==> src/rtl/braille_tx.sv <==
// Grade-1 Braille cell transmitter: accepts ASCII characters and presents
// timed 6-dot cells, inserting the number sign before a run of digits.
module braille_tx #(
  parameter int unsigned HOLD_CYCLES = 32'd25000000,
  parameter int unsigned GAP_CYCLES  = 32'd5000000
) (
  input  logic       CLOCK_50,
  input  logic       RESET_N,
  input  logic [7:0] in_data,
  input  logic       in_valid,
  output logic       in_ready,
  output logic [9:0] cell_out,
  output logic       cell_valid,
  output logic       busy,
  output logic       err
);

  localparam int unsigned CNT_W = 32;
  localparam int unsigned DOT_W = 6;
  localparam int unsigned OUT_W = 10;
  localparam int unsigned IDX_W = 5;

  localparam logic [DOT_W-1:0] NUM_SIGN  = 6'b010111;
  localparam logic [CNT_W-1:0] HOLD_LOAD = CNT_W'(HOLD_CYCLES - 32'd1);
  localparam logic [CNT_W-1:0] GAP_LOAD  = (GAP_CYCLES == 0) ? '0 : CNT_W'(GAP_CYCLES - 32'd1);

  typedef enum logic [1:0] {
    IDLE   = 2'd0,
    PREFIX = 2'd1,
    CELL   = 2'd2,
    GAP    = 2'd3
  } state_t;

  state_t           state, state_d;
  logic [CNT_W-1:0] cnt, cnt_d;
  logic             num_mode, num_mode_d;
  logic [DOT_W-1:0] cell_q, cell_q_d;

  logic [OUT_W-1:0] cell_out_d;
  logic             cell_valid_d, busy_d, err_d, in_ready_d;

  logic             is_upper, is_lower, is_digit, is_space;
  logic [IDX_W-1:0] letter_idx;
  logic [DOT_W-1:0] in_cell;
  logic             accept;

  // Dots ordered {1,4,2,5,3,6} from MSB to LSB; index 0 = 'a'.
  function automatic logic [DOT_W-1:0] letter_cell(input logic [IDX_W-1:0] idx);
    logic [DOT_W-1:0] c;
    case (idx)
      5'd0:  c = 6'b100000;
      5'd1:  c = 6'b101000;
      5'd2:  c = 6'b110000;
      5'd3:  c = 6'b110100;
      5'd4:  c = 6'b100100;
      5'd5:  c = 6'b111000;
      5'd6:  c = 6'b111100;
      5'd7:  c = 6'b101100;
      5'd8:  c = 6'b011000;
      5'd9:  c = 6'b011100;
      5'd10: c = 6'b100010;
      5'd11: c = 6'b101010;
      5'd12: c = 6'b110010;
      5'd13: c = 6'b110110;
      5'd14: c = 6'b100110;
      5'd15: c = 6'b111010;
      5'd16: c = 6'b111110;
      5'd17: c = 6'b101110;
      5'd18: c = 6'b011010;
      5'd19: c = 6'b011110;
      5'd20: c = 6'b100011;
      5'd21: c = 6'b101011;
      5'd22: c = 6'b011101;
      5'd23: c = 6'b110011;
      5'd24: c = 6'b110111;
      5'd25: c = 6'b100111;
      default: c = '0;
    endcase
    return c;
  endfunction

  // Character classification; letters share low 5 bits across cases, digits reuse a..j.
  always_comb begin
    is_upper   = (in_data >= 8'h41) && (in_data <= 8'h5A);
    is_lower   = (in_data >= 8'h61) && (in_data <= 8'h7A);
    is_digit   = (in_data >= 8'h30) && (in_data <= 8'h39);
    is_space   = (in_data == 8'h20);
    letter_idx = '0;
    if (is_upper || is_lower) begin
      letter_idx = in_data[4:0] - 5'd1;
    end else if (is_digit) begin
      letter_idx = (in_data[3:0] == 4'd0) ? 5'd9 : ({1'b0, in_data[3:0]} - 5'd1);
    end
    in_cell = is_space ? '0 : letter_cell(letter_idx);
  end

  assign accept = in_valid && in_ready;

  // State register
  always_ff @(posedge CLOCK_50) begin
    if (!RESET_N) begin
      state    <= IDLE;
      cnt      <= '0;
      num_mode <= 1'b0;
      cell_q   <= '0;
    end else begin
      state    <= state_d;
      cnt      <= cnt_d;
      num_mode <= num_mode_d;
      cell_q   <= cell_q_d;
    end
  end

  // Next-state logic
  always_comb begin
    state_d    = state;
    cnt_d      = cnt;
    num_mode_d = num_mode;
    cell_q_d   = cell_q;
    err_d      = 1'b0;
    case (state)
      IDLE: begin
        if (accept) begin
          if (is_digit) begin
            cell_q_d = in_cell;
            cnt_d    = HOLD_LOAD;
            if (!num_mode) begin
              state_d    = PREFIX;
              num_mode_d = 1'b1;
            end else begin
              state_d = CELL;
            end
          end else if (is_upper || is_lower || is_space) begin
            cell_q_d   = in_cell;
            cnt_d      = HOLD_LOAD;
            num_mode_d = 1'b0;
            state_d    = CELL;
          end else begin
            err_d = 1'b1;
          end
        end
      end
      PREFIX: begin
        if (cnt == '0) begin
          state_d = CELL;
          cnt_d   = HOLD_LOAD;
        end else begin
          cnt_d = cnt - CNT_W'(1);
        end
      end
      CELL: begin
        if (cnt == '0) begin
          if (GAP_CYCLES == 0) begin
            state_d = IDLE;
            cnt_d   = '0;
          end else begin
            state_d = GAP;
            cnt_d   = GAP_LOAD;
          end
        end else begin
          cnt_d = cnt - CNT_W'(1);
        end
      end
      GAP: begin
        if (cnt == '0) begin
          state_d = IDLE;
        end else begin
          cnt_d = cnt - CNT_W'(1);
        end
      end
      default: begin
        state_d = IDLE;
        cnt_d   = '0;
      end
    endcase
  end

  // Output decode from the upcoming state so registered outputs track the state register.
  always_comb begin
    cell_out_d   = {num_mode_d, 3'b000, 6'b000000};
    cell_valid_d = 1'b0;
    busy_d       = (state_d != IDLE);
    in_ready_d   = (state_d == IDLE);
    case (state_d)
      PREFIX: begin
        cell_out_d[DOT_W-1:0] = NUM_SIGN;
        cell_valid_d          = 1'b1;
      end
      CELL: begin
        cell_out_d[DOT_W-1:0] = cell_q_d;
        cell_valid_d          = 1'b1;
      end
      default: ;
    endcase
  end

  // Output registers
  always_ff @(posedge CLOCK_50) begin
    if (!RESET_N) begin
      cell_out   <= '0;
      cell_valid <= 1'b0;
      busy       <= 1'b0;
      err        <= 1'b0;
      in_ready   <= 1'b1;
    end else begin
      cell_out   <= cell_out_d;
      cell_valid <= cell_valid_d;
      busy       <= busy_d;
      err        <= err_d;
      in_ready   <= in_ready_d;
    end
  end

endmodule
==> config.mk <==
export PLATFORM = sky130hd
export DESIGN_NAME = braille_tx
export DESIGN_NICKNAME = d
export VERILOG_FILES = /design/src/rtl/braille_tx.sv
export SDC_FILE = /design/constraint.sdc
export NUM_CORES = 1
export LEC_CHECK = 0
export ABC_CLOCK_PERIOD_IN_PS = 3500
export CAP_MARGIN = 30
export CORE_UTILIZATION = 35
export CTS_BUF_LIST = sky130_fd_sc_hd__clkbuf_2
export DETAILED_ROUTE_END_ITERATION = 12
export SKIP_LAST_GASP = 1
export SLEW_MARGIN = 20
export SYNTH_ARGS = -nofsm -noshare
export SYNTH_HDL_FRONTEND = slang
export SYNTH_SLANG_ARGS = --single-unit
==> constraint.sdc <==
create_clock -name CLOCK_50 -period 3.5 [get_ports CLOCK_50]
set_clock_uncertainty 0.05 [all_clocks]
set_input_delay 0.7 -clock CLOCK_50 [delete_from_list [all_inputs] [get_ports CLOCK_50]]
set_output_delay 0.7 -clock CLOCK_50 [all_outputs]
set_load 0.05 [all_outputs]
==> results of run 1 <==
-- where the power goes --
group	internal, mW	switching [mW]
Combinational	0.321	0.421
Clock	0.0481	0.173
Sequential	0.639	0.0556
Total	1.01	0.649
-- worst min path at each step --
stage / slack, ns / endpoint / cells past startpoint / from
detailed placement: 0.42 / cnt[0] / 1 / cnt[0]
floorplan: 0.39 / cnt[0] / 1 / cnt[0]
global placement: 0.42 / cnt[26] / 2 / cnt[26]
CTS: 0.46 / cnt[12] / 2 / cnt[12]
finish: 0.45 / cnt[12] / 2 / cnt[12]
global route: 0.47 / cnt[0] / 1 / cnt[0]
-- registers in the layout, summed over array words and instances (netlist names) --
| register | flops |
|---|---|
| err | 1 |
| num_mode | 1 |
| cell_valid | 1 |
| cnt | 32 |
| busy | 1 |
| state | 2 |
| cell_q | 6 |
| in_ready | 1 |
| cell_out | 6 |
-- stage by stage --
stage	std cells	worst slack, ns	TNS (ns)	hold WS (ns)	power (mW)
5_1_grt	550	0.126	0	0.475	1.78
6_report	550	0.324	0	0.450	1.66
3_5_place_dp	542	-0.107	-0.558	0.424	1.44
3_3_place_gp	542	-0.0796	-0.226	0.415	1.44
2_1_floorplan	397	0.0259	0	0.395	1.22
4_1_cts	550	0.334	0	0.456	1.67
-- logic make-up (layout without fill, tap and decap cells) --
kind of cell,Yosys count,in the layout,synth area share (%)
buffers and inverters,38,83,5.83
DFF,51,51,32.4
AOI/OAI and AO/OA,100,100,20.5
other,1,3,0.119
xor gates and xnor gates,22,22,6.11
muxes,1,1,0.357
adders and majority gates,13,13,5.16
and+or+nand+nor,169,169,29.6
-- layout make-up --
cell class,instances,share of cell area (%)
Timing Repair Buffer,62,13.9
Multi-Input combinational cell,308,52.8
Tap cell,108,3.62
Clock inverter,2,0.201
Clock buffer,6,0.804
Sequential cell,51,27.3
Inverter,13,1.31
-- per-layer routing --
metal  track usage, %  vias to the layer above  part of all wire [%]
met3             2.53                       11                   4.3
met5                0                        -                     0
met1             23.2                     1414                    48
met2             30.4                       79                    47
met4             2.87                        0                  0.94
li1                 -                     1521                     -
-- synthesized netlist by cell type (all sizes together) (4+ instances only) --
cell    number  area, um^2
or4          5        46.3
buf         19         113
and2         6        37.5
o21ai       28         140
nor2        40         153
or3         13        83.8
xnor2       20         175
or2          5        31.3
nand2       32         123
ha          13         163
nor4b        4        41.3
o31ai        5        37.5
dfxtp       51        1020
inv         13        48.8
a221oi       4        35.0
nor4        16         121
a31oi        7        43.8
clkbuf       6        22.5
nand3       11        55.1
a21oi       22         114
nor3        20         100
o211ai       5        37.5
nor3b        5        37.5
-- critical path: cells and delay by family --
kind	cells	cell delay, ns
AOI/OAI and AO/OA	4	0.68
adders and majority gates	1	0.24
buffers and inverters	3	0.72
and+or+nand+nor	3	1.13
==> flow_summary_export.csv, run 1 <==
group,metric,value,unit
outcome,outcome,"finished clean",
worst_setup_path,r2r_slack,0.39,ns
worst_setup_path,cp-endpoint,"cnt[26]",
timing,maxSlewHeadroom,48.3,%
synth,post_synth.cell_area_avg,7.99,um^2
placement,numPortBuffers,21,
layout,drive_above_1_share,15.6,%
layout,final_util,42.8,%
worst_setup_path,cp.required,3.80,ns
worst_setup_path,worstPathCellList,"clkdlybuf4s50_1 -> inv_1 -> ha_1 -> nor3b_2 -> a21o_1 -> o211ai_1 -> buf_4 -> a311oi_2 -> or3_1 -> or4_1 -> a21oi_1",
route,vias,3025,
timing,setup_viol,0,
synth,async_flop_share,0,%
floorplanning,fp.coreArea,0.00872,mm^2
global_route,grt_pass1_wl,13700,um
global_route,antenna_found_initial,0,
layout,multi_input_comb_area,0.00197,mm^2
route,initialDrtViolationCount,156,
floorplanning,pin_count,25,
placement,gp_congestion,0.893,
synth,synth_edf_count,0,
route,routed_wl,7980,um
layout,fin_area,0.00373,mm^2
layout,diodes,0,
layout,layout-area-overhead-vs-synth,18.4,%
clock_network,cts_tree,"done",
worst_setup_path,crit_slowest_cell,"or4_1",
timing,max_freq,315,MHz
clock_network,post_cts_resized,0,
power_and_ir_drop,leakagePower,1.39,nW
floorplanning,initial_core_util,36.2,%
layout,regArea,0.00102,mm^2
worst_setup_path,end_kind,"flip-flop",
timing,finalMaxSlewViolations,0,
floorplanning,dieArea,0.00940,mm^2
placement,hpwl,5980,um
synth,synth.yosys.seq_area_share,32.4,%
clock_network,clk_pin_slew_worst_paths,0.23,ns
layout,fill_cells,889,
placement,place_area,0.00370,mm^2
synth,ys_ff_latch,51,
clock_network,ctsLongestPathBuffers,2,
synth,yosys_most_used_dff,"dfxtp_1",
worst_setup_path,arrival,3.47,ns
synth,syn_area,0.00315,mm^2
power_and_ir_drop,ir_worst_vdd,0.201,mV
worst_setup_path,crit_fanout,6,
global_route,grt_usage,17.5,%
worst_setup_path,worst-setup-path-type,"in2reg",
clock_network,htree_num_levels,2,
global_route,grt_pass1_vias,2913,
clock_network,numCtsBuffers,5,
timing,rsz0062_at_grt,"no",
floorplanning,rows,34,
job,max_cap_viol_count,0,
global_route,grt_max_degree,22,
timing,fin_crit_sh,90.8,%
power_and_ir_drop,p_per_area,444,mW/mm^2
global_route,grt.overflow.total,0,
floorplanning,die_y,96.9,um
worst_setup_path,max_stage_delay,0.49,ns
worst_hold_path,hp-class,"reg2reg",
route,drt-vias-per-instance,5.50,
route,dr.pass1.iters,4,
clock_network,insertion_delay,0.41,ns
layout,nNetsFinal,465,
synth,yosysWarnings,0,
worst_setup_path,r2r_start,"cnt[3]",
clock_network,cts.sinks,51,
timing,fin_crit,3.18,ns
layout,layout_commonest_cell,"dfxtp_1",
synth,syn_inst,395,
worst_setup_path,reg2reg_to,"cell_out[4]",
clock_network,root_buffer,"clkbuf_2",
route,drc,0,
floorplanning,die_w,96.9,um
timing,max_slew.worst_pin.slew,0.774,ns
clock_network,cts_setup_buffers,0,
worst_setup_path,reg2reg_depth,12,
synth,yosys.cell_types.count,62,
route,ant_nets,0,
worst_setup_path,crit_start,"in_data[0]",
timing,finalHoldViolCount,0,
route,wl_per_cell,14.5,um
clock_network,postCtsHoldBufs,0,
worst_setup_path,start_kind,"input port",
layout,layout_common_cells,"dfxtp_1, buf_4, nor2_1",
Note: power is estimated with default switching activity, not from simulation.
==> run 2: changes to the inputs <==
- ABC_AREA: unset -> 1
- CORE_MARGIN: unset -> 5
==> flow_summary_export.csv, run 2 <==
group,metric,value,unit
clock_network,numCtsBuffers,5,
clock_network,root_buffer,"clkbuf_2",
synth,synth_top_area_cell,"dfxtp_1",
layout,fin_area,0.00386,mm^2
outcome,outcome,"finished clean",
route,ant_nets,0,
clock_network,clk_pin_slew_worst_paths,0.27,ns
power_and_ir_drop,leakagePower,1.86,nW
worst_setup_path,crit_family,"simple AND/OR/NAND/NOR gates",
route,initialDrtViolationCount,174,
synth,post_synth.cell_area_avg,6.38,um^2
layout,largest_register_ffs,32,
power_and_ir_drop,p_per_area,426,mW/mm^2
synth,yosys_most_used_dff,"dfxtp_1",
synth,syn_inst,541,
synth,async_flop_share,0,%
global_route,grt_pass1_wl,14300,um
power_and_ir_drop,p_total,1.64,mW
timing,finalMaxSlewViolations,0,
synth,synth_top_area_share,29.6,%
route,wl_per_cell,11.8,um
timing,max_slew.worst_pin.slew,0.738,ns
timing,max_freq,328,MHz
timing,fin_crit,3.05,ns
layout,drive_above_1_share,8.17,%
synth,synthTopCellsByArea,"dfxtp_1, nand2_1, nand3_1",
placement,hpwl,6510,um
worst_setup_path,end_kind,"flip-flop",
timing,finalHoldViolCount,0,
clock_network,cts_setup_buffers,0,
synth,synth.most_common_cell,"nand2_1",
clock_network,htree_num_levels,2,
synth,synth_common_cells,"nand2_1, nor2_1, inv_1, nand3_1, dfxtp_1",
timing,maxSlewHeadroom,50.7,%
worst_setup_path,arrival,3.38,ns
floorplanning,dieArea,0.0120,mm^2
route,dr.pass1.iters,4,
synth,synth_edf_count,0,
worst_setup_path,crit_slowest_cell,"dfxtp_1",
timing,hold_slack,0.422,ns
layout,layout-area-overhead-vs-synth,11.7,%
timing,setup_viol,0,
job,max_cap_viol_count,0,
clock_network,cts.sinks,51,
route,routed_wl,8230,um
placement,numPortBuffers,21,
global_route,grt_pass1_vias,3109,
clock_network,postCtsHoldBufs,0,
worst_setup_path,crit_path_frequent_cell,"nand2_1",
clock_network,ctsLongestPathBuffers,2,
worst_setup_path,worstPathCellList,"inv_1 -> ha_1 -> nand3_2 -> nor3_4 -> nand3_1 -> nor2_2 -> nand2_1 -> inv_1 -> nand2_1 -> nand2_1 -> inv_1 -> ha_1 -> nand2_1 -> inv_1 -> nand2_1 -> inv_1 -> nand2_1 -> nand2_1",
floorplanning,die_y,109,um
worst_hold_path,hp-class,"reg2reg",
power_and_ir_drop,ir_worst_vdd,0.146,mV
layout,layout_common_cells,"nand2_1, nor2_1, inv_1",
layout,largest-register,"cnt",
synth,yosysWarnings,0,
floorplanning,pin_count,25,
worst_hold_path,hold_depth,2,
synth,ys_ff_latch,51,
clock_network,cts_tree,"done",
synth,syn_area,0.00345,mm^2
synth,synth.yosys.seq_area_share,29.6,%
clock_network,post_cts_resized,0,
global_route,grt_max_degree,25,
worst_setup_path,crit_cells,18,
floorplanning,initial_core_util,35.7,%
layout,diodes,0,
worst_setup_path,worst-setup-path-type,"reg2reg",
worst_setup_path,reg2reg_depth,18,
placement,gp_congestion,0.921,
clock_network,insertion_delay,0.44,ns
worst_setup_path,max_stage_delay,0.37,ns
worst_setup_path,path_buf_inv,5,
layout,nNetsFinal,586,
floorplanning,fp.coreArea,0.00968,mm^2
global_route,grt.overflow.total,0,
route,drt-vias-per-instance,4.75,
global_route,grt_usage,14.7,%
synth,yosys.cell_types.count,36,
global_route,antenna_found_initial,0,
timing,fin_crit_sh,87.2,%
worst_setup_path,cp.required,3.83,ns
layout,top_regs,"cnt x32, cell_out x6, cell_q x6",
worst_setup_path,start_kind,"flip-flop",
timing,rsz0062_at_grt,"no",
worst_setup_path,crit_fanout,9,
floorplanning,rows,36,
timing,fin_setup_tns,0,ns
layout,layout_commonest_cell,"nand2_1",
floorplanning,die_w,109,um
route,drc,0,
route,vias,3306,
placement,place_area,0.00379,mm^2
## run 2: cell count changes after synthesis, sizes merged, moves of 10 or more
cell   before  now
nand2      32  148
nand3      11   54
inv        13   69
buf        19    9
nor2       40   76
xor2        2   20
nor4       16    0
or3        13    0
xnor2      20    3
## run 2: cell type report
cell class,instances,area [um^2]
inverter,70,263
multi-input combinational,409,2090
clock buffer,5,25.0
fill,1014,5830
clock inverter,3,38.8
timing repair buffer,25,253
sequential,51,1020
tap,133,166
## run 2: routing by layer
metal / GRT usage [%] / wire, um / vias to the layer above
li1: - / - / 1762
met1: 20.6 / 4250 / 1487
met2: 23.5 / 3600 / 48
met5: 0 / 0 / -
met3: 2.41 / 269 / 9
met4: 3.83 / 106 / 0
## run 2: path summary, 6_finish.rpt
path / start / endpoint / slack (ns)
worst max-delay path: cnt[0] / cell_out[4] / 0.45
worst min register to register: cell_q[3] / cell_out[3] / 0.42
worst max register to register: cnt[0] / cell_out[4] / 0.45
worst min-delay path: cell_q[3] / cell_out[3] / 0.42
## run 2: logic make-up after synthesis
kind of cell               after synthesis  synth area share, %
and+or+nand+nor                        307                 39.2
DFF                                     51                 29.6
AOI/OAI and AO/OA                       63                 10.5
other                                    1                0.109
xor gates and xnor gates                23                 5.83
buffers and inverters                   83                 10.1
adders and majority gates               13                 4.71
## run 2: power by group
| group | internal [mW] | switching [mW] | total, mW |
|---|---|---|---|
| Combinational | 0.226 | 0.435 | 0.661 |
| Clock | 0.117 | 0.196 | 0.314 |
| Sequential | 0.626 | 0.0435 | 0.670 |
## run 2: worst min-delay path, delay by kind of cell (launching register included)
family / cells / cell delay [ns]
AOI/OAI and AO/OA: 1 / 0.06
DFF: 1 / 0.36
and+or+nand+nor: 1 / 0.07
## run 2: through the flow
stage / instances / util, % / worst slack (ns)
2_1_floorplan: 543 / - / 0.889
3_3_place_gp: 688 / 39.2 / 0.241
3_5_place_dp: 688 / 39.2 / 0.191
4_1_cts: 696 / 39.8 / 0.443
5_1_grt: 696 / 39.8 / 0.104
6_report: 696 / 39.8 / 0.448
==> run 3: changes to the inputs <==
- ABC_CLOCK_PERIOD_IN_PS: 3500 -> 3100
- REMOVE_ABC_BUFFERS: unset -> 1
- clock period: 3.5 -> 3.1 ns (I/O delays scaled with it)
==> flow_summary_export.csv, run 3 (synthesized netlist as in run 2, its figures left out) <==
group,metric,value,unit
power_and_ir_drop,p_per_area,472,mW/mm^2
timing,finalMaxSlewViolations,0,
clock_network,htree_num_levels,2,
clock_network,root_buffer,"clkbuf_2",
timing,setup_viol,0,
worst_hold_path,hp-class,"reg2reg",
clock_network,ctsLongestPathBuffers,2,
global_route,grt_usage,14.8,%
worst_setup_path,end_kind,"flip-flop",
worst_hold_path,hp-start,"cnt[1]",
route,dr.pass1.iters,5,
layout,multi_input_comb_area,0.00209,mm^2
route,routed_wl,8330,um
power_and_ir_drop,leakagePower,1.94,nW
clock_network,clk_pin_slew_worst_paths,0.26,ns
route,vias,3386,
worst_setup_path,cp.required,3.42,ns
worst_setup_path,r2r_start,"cnt[0]",
worst_setup_path,arrival,3.02,ns
layout,top_regs,"cnt x32, cell_out x6, cell_q x6",
floorplanning,rows,36,
worst_setup_path,start_kind,"input port",
timing,fin_crit,2.70,ns
layout,fill_cells,1020,
worst_setup_path,crit_start,"in_data[0]",
global_route,antenna_found_initial,0,
clock_network,postCtsHoldBufs,0,
floorplanning,pin_count,25,
route,drt-vias-per-instance,4.74,
layout,layout_commonest_cell,"nand2_1",
global_route,grt_max_degree,32,
layout,nNetsFinal,604,
power_and_ir_drop,ir_worst_vdd,0.237,mV
power_and_ir_drop,clockPowerShare,19.0,%
outcome,outcome,"finished clean",
timing,max_slew.worst_pin.slew,0.809,ns
timing,max_freq,370,MHz
power_and_ir_drop,switchingPower,761,uW
layout,layout_common_cells,"nand2_1, nor2_1, inv_1",
timing,fin_crit_sh,87.2,%
global_route,grt_pass1_wl,14400,um
power_and_ir_drop,combPwrFrac,40.8,%
layout,diodes,0,
timing,finalHoldViolCount,0,
floorplanning,die_y,109,um
placement,hpwl,6540,um
layout,finalNonFillerCells,714,
power_and_ir_drop,internal_power,1.12,mW
clock_network,cts.sinks,51,
global_route,grt_pass1_vias,3165,
clock_network,numCtsBuffers,5,
route,ant_nets,0,
clock_network,cts_setup_buffers,0,
layout,largest-register,"cnt",
route,drc,0,
layout,regArea,0.00102,mm^2
clock_network,post_cts_resized,0,
global_route,grt.overflow.total,0,
placement,numPortBuffers,21,
worst_setup_path,worst-setup-path-type,"in2reg",
floorplanning,fp.coreArea,0.00968,mm^2
job,max_cap_viol_count,0,
layout,layout-area-overhead-vs-synth,15.4,%
timing,maxSlewHeadroom,46.0,%
placement,dp_cells,706,
clock_network,insertion_delay,0.43,ns
timing,fin_setup_tns,0,ns
power_and_ir_drop,seq_power_share,40.2,%
floorplanning,die_w,109,um
layout,drive_above_1_share,11.0,%
layout,largest_register_ffs,32,
floorplanning,dieArea,0.0120,mm^2
power_and_ir_drop,switching_share,40.5,%
floorplanning,initial_core_util,35.7,%
timing,hold_slack,0.435,ns
placement,place_area,0.00392,mm^2
clock_network,cts_tree,"done",
route,wl_per_cell,11.7,um
placement,gp_congestion,0.897,
layout,final_util,41.1,%
route,initialDrtViolationCount,175,
layout,fin_area,0.00399,mm^2
timing,rsz0062_at_grt,"no",
worst_setup_path,crit_fanout,6,
## run 3: final timing paths
path / depth (start not counted) / end / slack, ns
hold / removal: 2 / cnt[1] / 0.44
setup reg to reg: 17 / cell_out[3] / 0.56
setup / recovery: 18 / cell_out[2] / 0.40
hold reg to reg: 2 / cnt[1] / 0.44
## run 3: area by class of cell
class                           count  share of cell area, %
Sequential cell                    51                   25.6
Clock inverter                      3                   1.07
Clock buffer                        5                  0.628
Timing Repair Buffer               43                   9.42
Multi-Input combinational cell    409                   52.5
Inverter                           70                   6.59
Tap cell                          133                   4.18
## run 3: power groups by stage
stage	Combinational [mW]	Clock (mW)	Sequential (mW)
2_1_floorplan	0.545	0	0.775
3_3_place_gp	0.758	0	0.766
3_5_place_dp	0.761	0	0.767
4_1_cts	0.766	0.370	0.755
5_1_grt	0.876	0.393	0.764
6_report	0.767	0.358	0.755
## run 3: metal layers
| layer | global-route usage [%] | wire length (um) | share of wire (%) |
|---|---|---|---|
| met2 | 23.7 | 3830 | 46 |
| met3 | 2.41 | 280 | 3.4 |
| met4 | 4.72 | 144 | 1.7 |
| met1 | 20.2 | 4080 | 49 |
| met5 | 0 | 0 | 0 |
## run 3: critical path: stages
cell             delay [ns]
clkdlybuf4s50_1        0.52
inv_2                  0.08
ha_1                   0.22
nand2_1                0.07
nand3_1                0.11
buf_4                  0.17
nand3_1                0.07
nand2_1                0.06
nand2_1                0.19
inv_1                  0.09
ha_1                   0.18
nand3b_1               0.15
nand3_1                0.09
nand3_1                0.09
nand3_1                0.12
nand2_1                0.08
nand2_1                0.06
nand2_1                0.05
## run 3: stage by stage
step                worst slack (ns)  total power [mW]
floorplan                      0.569              1.32
global placement             -0.0705              1.52
detailed placement           -0.0769              1.53
CTS                            0.442              1.89
global route                   0.239              2.03
finish                         0.397              1.88
